==> src/rtl/fetch_unit_pkg.sv <==
// Shared core constants for the fetch front end.
//   XLEN_DEF     : default address / PC width
//   ILEN_DEF     : default instruction word width
//   RESET_PC_DEF : default first PC fetched after reset
//   INST_STEP    : byte distance between consecutive instructions
package fetch_unit_pkg;

  localparam int unsigned XLEN_DEF     = 64;
  localparam int unsigned ILEN_DEF     = 32;
  localparam logic [63:0] RESET_PC_DEF = 64'h0;
  localparam int unsigned INST_STEP    = 4;

endpackage

==> src/rtl/fetch_unit_inst_fifo.sv <==
// Registered instruction queue: DEPTH entries of WIDTH bits.
//   clk, reset : clock, asynchronous active-low reset
//   push_i     : write data_i at the tail (ignored when full)
//   pop_i      : drop the head entry (ignored when empty)
//   flush_i    : empty the queue; a same-cycle push or pop has no effect
//   data_i     : entry to push
//   data_o     : head entry (meaningful only when count_o != 0)
//   count_o    : number of valid entries
// No write-to-read bypass: a pushed entry shows up at data_o one cycle later.
module inst_fifo #(
  parameter int unsigned DEPTH = 4,
  parameter int unsigned WIDTH = 96
) (
  input  logic                       clk,
  input  logic                       reset,
  input  logic                       push_i,
  input  logic                       pop_i,
  input  logic                       flush_i,
  input  logic [WIDTH-1:0]           data_i,
  output logic [WIDTH-1:0]           data_o,
  output logic [$clog2(DEPTH+1)-1:0] count_o
);

  localparam int unsigned CW = $clog2(DEPTH + 1);
  localparam int unsigned PW = (DEPTH > 1) ? $clog2(DEPTH) : 1;
  localparam logic [CW-1:0] FULL = CW'(DEPTH);
  localparam logic [PW-1:0] LAST = PW'(DEPTH - 1);

  logic [WIDTH-1:0] mem_q [DEPTH];
  logic [PW-1:0]    rd_ptr_q, rd_ptr_d;
  logic [PW-1:0]    wr_ptr_q, wr_ptr_d;
  logic [CW-1:0]    count_q, count_d;
  logic             do_push, do_pop;

  // Pointers wrap explicitly so non-power-of-two depths work.
  function automatic logic [PW-1:0] next_ptr(input logic [PW-1:0] p);
    return (p == LAST) ? '0 : p + 1'b1;
  endfunction

  assign do_push = push_i && !flush_i && (count_q != FULL);
  assign do_pop  = pop_i  && !flush_i && (count_q != '0);

  always_comb begin
    rd_ptr_d = rd_ptr_q;
    wr_ptr_d = wr_ptr_q;
    count_d  = count_q;
    if (flush_i) begin
      rd_ptr_d = '0;
      wr_ptr_d = '0;
      count_d  = '0;
    end else begin
      if (do_push) wr_ptr_d = next_ptr(wr_ptr_q);
      if (do_pop)  rd_ptr_d = next_ptr(rd_ptr_q);
      if (do_push && !do_pop)      count_d = count_q + 1'b1;
      else if (do_pop && !do_push) count_d = count_q - 1'b1;
    end
  end

  always_ff @(posedge clk or negedge reset) begin
    if (!reset) begin
      rd_ptr_q <= '0;
      wr_ptr_q <= '0;
      count_q  <= '0;
    end else begin
      rd_ptr_q <= rd_ptr_d;
      wr_ptr_q <= wr_ptr_d;
      count_q  <= count_d;
    end
  end

  // Storage needs no reset: entries are only read when counted valid.
  always_ff @(posedge clk) begin
    if (do_push) mem_q[wr_ptr_q] <= data_i;
  end

  assign data_o  = mem_q[rd_ptr_q];
  assign count_o = count_q;

endmodule

==> src/rtl/fetch_unit.sv <==
// Instruction-fetch front end.
//   clk, reset           : clock, asynchronous active-low reset
//   imem_req_valid/ready : in-order fetch request handshake, imem_req_addr = fetch PC
//   imem_rsp_valid/data  : in-order response words from instruction memory
//   redirect_valid/pc    : execute redirect; flushes queue and stale responses
//   inst_valid/ready     : queue head handshake toward decode
//   inst_data, inst_pc   : head instruction and its PC
// Credit rule: requests are issued only while in-flight + queued < DEPTH, so
// every response always has a free queue slot.
module fetch_unit
  import fetch_unit_pkg::*;
#(
  parameter int unsigned     XLEN     = XLEN_DEF,
  parameter int unsigned     ILEN     = ILEN_DEF,
  parameter int unsigned     DEPTH    = 4,
  parameter logic [XLEN-1:0] RESET_PC = XLEN'(RESET_PC_DEF)
) (
  input  logic            clk,
  input  logic            reset,
  output logic            imem_req_valid,
  input  logic            imem_req_ready,
  output logic [XLEN-1:0] imem_req_addr,
  input  logic            imem_rsp_valid,
  input  logic [ILEN-1:0] imem_rsp_data,
  input  logic            redirect_valid,
  input  logic [XLEN-1:0] redirect_pc,
  output logic            inst_valid,
  input  logic            inst_ready,
  output logic [ILEN-1:0] inst_data,
  output logic [XLEN-1:0] inst_pc
);

  localparam int unsigned   CW         = $clog2(DEPTH + 1);
  localparam logic [CW:0]   CAP        = (CW + 1)'(DEPTH);
  localparam logic [XLEN-1:0] STEP     = XLEN'(INST_STEP);
  localparam logic [XLEN-1:0] LOW_MASK = XLEN'(3);

  logic [XLEN-1:0] fetch_pc_q, fetch_pc_d;
  logic [XLEN-1:0] rsp_pc_q, rsp_pc_d;
  logic [CW-1:0]   inflight_q, inflight_d;
  logic [CW-1:0]   drop_q, drop_d;
  logic [CW-1:0]   fifo_count;
  logic [CW:0]     credits_used;
  logic            accept, rsp_push, fifo_pop;
  logic [XLEN-1:0] redirect_target;

  assign credits_used    = {1'b0, inflight_q} + {1'b0, fifo_count};
  // Gated by reset so the request drops the moment reset asserts.
  assign imem_req_valid  = reset && !redirect_valid && (credits_used < CAP);
  assign imem_req_addr   = fetch_pc_q;
  assign accept          = imem_req_valid && imem_req_ready;
  assign rsp_push        = imem_rsp_valid && (drop_q == '0) && !redirect_valid;
  assign redirect_target = redirect_pc & ~LOW_MASK;
  assign fifo_pop        = inst_valid && inst_ready && !redirect_valid;
  assign inst_valid      = (fifo_count != '0);

  always_comb begin
    fetch_pc_d = fetch_pc_q;
    rsp_pc_d   = rsp_pc_q;
    drop_d     = drop_q;
    inflight_d = inflight_q;
    if (accept)         inflight_d = inflight_d + 1'b1;
    if (imem_rsp_valid) inflight_d = inflight_d - 1'b1;
    if (redirect_valid) begin
      fetch_pc_d = redirect_target;
      rsp_pc_d   = redirect_target;
      // Everything still outstanding after this edge belongs to the old path.
      drop_d     = inflight_d;
    end else begin
      if (accept)   fetch_pc_d = fetch_pc_q + STEP;
      if (rsp_push) rsp_pc_d   = rsp_pc_q + STEP;
      if (imem_rsp_valid && (drop_q != '0)) drop_d = drop_q - 1'b1;
    end
  end

  always_ff @(posedge clk or negedge reset) begin
    if (!reset) begin
      fetch_pc_q <= RESET_PC;
      rsp_pc_q   <= RESET_PC;
      inflight_q <= '0;
      drop_q     <= '0;
    end else begin
      fetch_pc_q <= fetch_pc_d;
      rsp_pc_q   <= rsp_pc_d;
      inflight_q <= inflight_d;
      drop_q     <= drop_d;
    end
  end

  inst_fifo #(
    .DEPTH (DEPTH),
    .WIDTH (XLEN + ILEN)
  ) u_inst_fifo (
    .clk     (clk),
    .reset   (reset),
    .push_i  (rsp_push),
    .pop_i   (fifo_pop),
    .flush_i (redirect_valid),
    .data_i  ({rsp_pc_q, imem_rsp_data}),
    .data_o  ({inst_pc, inst_data}),
    .count_o (fifo_count)
  );

endmodule

==> config.mk <==
export PLATFORM = sky130hd
export DESIGN_NAME = fetch_unit
export DESIGN_NICKNAME = d
export VERILOG_FILES = /design/src/rtl/fetch_unit_pkg.sv /design/src/rtl/fetch_unit_inst_fifo.sv /design/src/rtl/fetch_unit.sv
export SDC_FILE = /design/constraint.sdc
export NUM_CORES = 1
export LEC_CHECK = 0
export CAP_MARGIN = 30
export CORE_MARGIN = 4
export CORE_UTILIZATION = 45
export CTS_CLUSTER_SIZE = 8
export DETAILED_ROUTE_END_ITERATION = 10
export PLACE_DENSITY = 0.67
export SYNTH_ARGS = -nofsm -noshare
export SYNTH_HDL_FRONTEND = slang
export SYNTH_SLANG_ARGS = --single-unit
==> constraint.sdc <==
create_clock -name clk -period 5.82 [get_ports clk]
set_clock_uncertainty 0.1 [all_clocks]
set_input_delay 0.582 -clock clk [delete_from_list [all_inputs] [get_ports clk]]
set_output_delay 0.582 -clock clk [all_outputs]
set_load 0.1 [all_outputs]
==> impl_results.md <==
* CP Capture Type: output pin
* Placed wire-length estimate at 36.6 mm
* Complex-gate fraction of the synthesized area at 4.89%
* Largest family of logic cells by synthesized area: multiplexers
* Root Buffer Master: clkbuf_16
* Area growth syn-to-layout at 31.0%
* Antenna violations before repair at 3
* Placement Setup Slack at 1570 ps
* Peak VDD IR at 301 µV
* DRT iter0 DRCs at 991
* Flop2flop setup slack at 2180 ps
* Total power at 12.7 mW
* Clock Power Share at 31.1%
* CP peak stage delay at 1150 ps
* Post-route ant nets at 0
* Placed Cells at 2237
* Die X at 227 µm
* Fin cells at 2367
* Std-Cell Rows at around 80
* Hold_ws at about 400 ps
* Status: completed
* Drt first pass iters at 5
* Cell Area, Synth at 21500 µm²
* CP required at just over 5000 ps
* First-pass GRT wire length at 85.0 mm
* Post-Synth Simple-Gate Area at 9.41%
* Ratio of cells with drive above 1 in the final layout at 16.0%
* Flops & latches, synth at 513
* Final Hold Vio Count at 0
* Initial Utilization at 45.8%
* Vias in the first global route at 13700
* Max-cap violations at 0
* Die Ht at around 230 µm
* Area after DPL at 26000 µm²
* PD cells at between 400 and 500 nW/µm²
* CTS clock-pin slew for the worst setup and hold paths at 50 ps
* CTS tree: done
* Worst EP arrival at 3560 ps
* Remaining Overflow, GRT at 0
* CP Max Fanout at 73
* Yosys cell types at 60
* Setup violators final at 0
* Detailed-route via count at 13500
* Worst r2r src: drop_q[0]
* Util after Layout at between 60% and 70%
* Hold Path Class: input port to flip-flop
* PostCTS Resize Cnt at 0
* Nets at 1826
* Clock sink count at 513
* Number of synthesized flops with an enable pin at between 300 and 400
* IO Count at 264
* Post-Synth Adder-Cell Area at 0.849%
* Worst Reg-to-Reg Cells at 6
* Syn_area_per_cell at between 15 and 20 µm²
* Synth top area share at between 50 and 60%
* Tmin final at 4240 ps
* Die ar. at 51400 µm²
* Post-synthesis mux area share at 11.2%
* Slowest CP cell: clkdlybuf4s50_1
* Largest area contributor in the netlist: edfxtp_1
* Fmax achieved at 236 MHz
* Vias per std cell at 5.70
* Max-slew violations at 0
* Synth Area in XOR/XNOR at 3.54%
* Post-Syn Instances at about 1400
* Post-synthesis sequential area ratio at 68.4%
* Hold depth at 3
* Filler instances at 3466
* Switching power at roughly 4.7 mW
* CP Class: input port to output pin
* Critical path, cell by cell: dlygate4sd3_1, buf_6, nor4b_2, and3_1, clkdlybuf4s50_1
* Worst-Margin Slew at 1040 ps
* Sum of negative setup slack at 0 ps
* RSZ-0062 raised after global routing: no
* Skew-Pair Late Insertion Delay at about 600 ps
* DRC at 0
* Reg-to-Reg End: u_inst_fifo.mem_q[3][69]
* Placeable Area at roughly 47000 µm²
* GP Congestion at 0.838
* Net Sw Frac at 37.0%
* Final period util at 72.9%
* Ys Warns at 0
* Max-slew headroom at the worst pin at between 30% and 40%
* Hold path startpoint: redirect_valid
* Static leakage at 9.67 nW
* Sequential share of power at 35.2%
* Post-route cell area at ~28000 µm²
* Ys async rst share at 26.7%
* Total routed wirelength at around 56 mm
* PortBufs at 257
* Wirelength per Cell at 23.6 µm
* Logic pwr share at 33.7%
* Number of H-tree levels at 3
* Startpoint types: input port
* Hold worst-path end: drop_q[1]
* Overall Global Routing Usage at 21.9%
* Max clock buf depth at 3
* Largest net degree at the start of global routing at 74
* P_int at roughly 8 mW
* Most used DFF post-synth: edfxtp_1
* CTS Buf Count at 74
* Synth area leaders: edfxtp_1 (52%), dfrtp_1 (16%), mux4_2 (9.8%), nand2_1 (2.0%), xnor2_1 (2.0%)
* Fin worst setup slack at 1580 ps
logic make-up (layout without fill, tap and decap cells):
group | Yosys count | in the layout
compound gates | 168 | 168
xor+xnor | 87 | 87
fa+ha+maj | 14 | 14
buf+inv | 94 | 471
flops | 513 | 513
mux | 120 | 120
other cells | 1 | 7
simple gates | 380 | 380
power by group through the flow:
| stage | Sequential, mW | Combinational, mW | Clock, mW |
|---|---|---|---|
| 3_3_place_gp | 4.56 | 3.90 | 0 |
| 2_1_floorplan | 4.83 | 2.66 | 0 |
| 6_report | 4.47 | 4.27 | 3.95 |
| 5_1_grt | 4.50 | 4.44 | 4.22 |
| 4_1_cts | 4.51 | 4.24 | 4.04 |
| 3_5_place_dp | 4.58 | 4.23 | 0 |
synth_stat cells, drive strengths merged (5+ instances only):
master / number
a21oi: 23
a31oi: 10
a41oi: 5
and2: 9
and3: 28
and4: 11
buf: 26
clkbuf: 41
dfrtp: 137
edfxtp: 376
ha: 13
inv: 27
mux2: 21
mux2i: 5
mux4: 94
nand2: 116
nand3: 73
nand4: 41
nor2: 41
nor3: 21
nor4: 19
o211ai: 27
o21ai: 71
o311ai: 18
or3: 9
xnor2: 49
xor2: 38
cell type report:
type | instances | area [µm²] | share of cell area (%)
Clock buffer | 121 | 2110 | 7.50
Timing Repair Buffer | 321 | 4000 | 14.2
Inverter | 27 | 101 | 0.359
Clock inverter | 2 | 25.0 | 0.0888
Antenna cell | 3 | 7.51 | 0.0266
Sequential cell | 513 | 14700 | 52.2
Multi-Input combinational cell | 773 | 6460 | 22.9
Tap cell | 607 | 759 | 2.69
routing by layer:
metal	vias to the layer above	GRT usage, %	part of all wire, %
li1	6072	-	-
met4	0	6.34	2.0
met2	438	35.0	49
met3	74	5.61	7.1
met1	6914	30.0	42
met5	-	0	0
layout by cell type (no fill, tap or decap), types with 8 or more instances in the layout:
| cell | n |
|---|---|
| o311ai_0 | 17 |
| buf_4 | 13 |
| nand4_1 | 38 |
| buf_16 | 44 |
| a31oi_1 | 10 |
| o211ai_1 | 27 |
| and2_1 | 8 |
| or3_1 | 9 |
| ha_1 | 13 |
| o21ai_0 | 70 |
| clkdlybuf4s50_1 | 255 |
| xor2_1 | 38 |
| dfrtp_1 | 135 |
| nor3_1 | 20 |
| a21oi_1 | 23 |
| nand2_1 | 115 |
| mux2_2 | 21 |
| edfxtp_1 | 376 |
| nand3_1 | 73 |
| nor4_1 | 14 |
| and4_1 | 11 |
| nor2_1 | 41 |
| xnor2_1 | 49 |
| clkbuf_16 | 78 |
| mux4_2 | 94 |
| clkbuf_1 | 43 |
| and3_1 | 24 |
| inv_1 | 26 |
flip-flops by register name, summed over array words and instances, names as in the netlist:
register and count:
imem_req_addr 62, drop_q 3, u_inst_fifo.mem_q 376, u_inst_fifo.count_o 3, inflight_q 3, u_inst_fifo.rd_ptr_q 2
u_inst_fifo.wr_ptr_q 2, rsp_pc_q 62
critical path: cells and delay by family:
family,cells,cell delay (ps)
buffers and inverters,3,2210
and+or+nand+nor,2,710
worst max path at each step:
stage | startpoint | endpoint | slack (ps) | depth (start not counted)
finish | reset | imem_req_valid | 1580 | 5
detailed placement | imem_rsp_valid | u_inst_fifo.mem_q[3][7] | 1570 | 5
floorplan | imem_rsp_valid | u_inst_fifo.mem_q[0][0] | 1410 | 5
global placement | imem_rsp_valid | u_inst_fifo.mem_q[2][47] | 1600 | 5
global route | reset | imem_req_valid | 1360 | 5
CTS | u_inst_fifo.rd_ptr_q[0] | inst_data[26] | 1200 | 3
timing repair:
item / 4_1_cts / 5_1_grt
setup buffers: 0 / 0
hold buffers: 1 / 0
hold endpoints to repair: 71 / 0
Power figures use the tool's default switching activity.
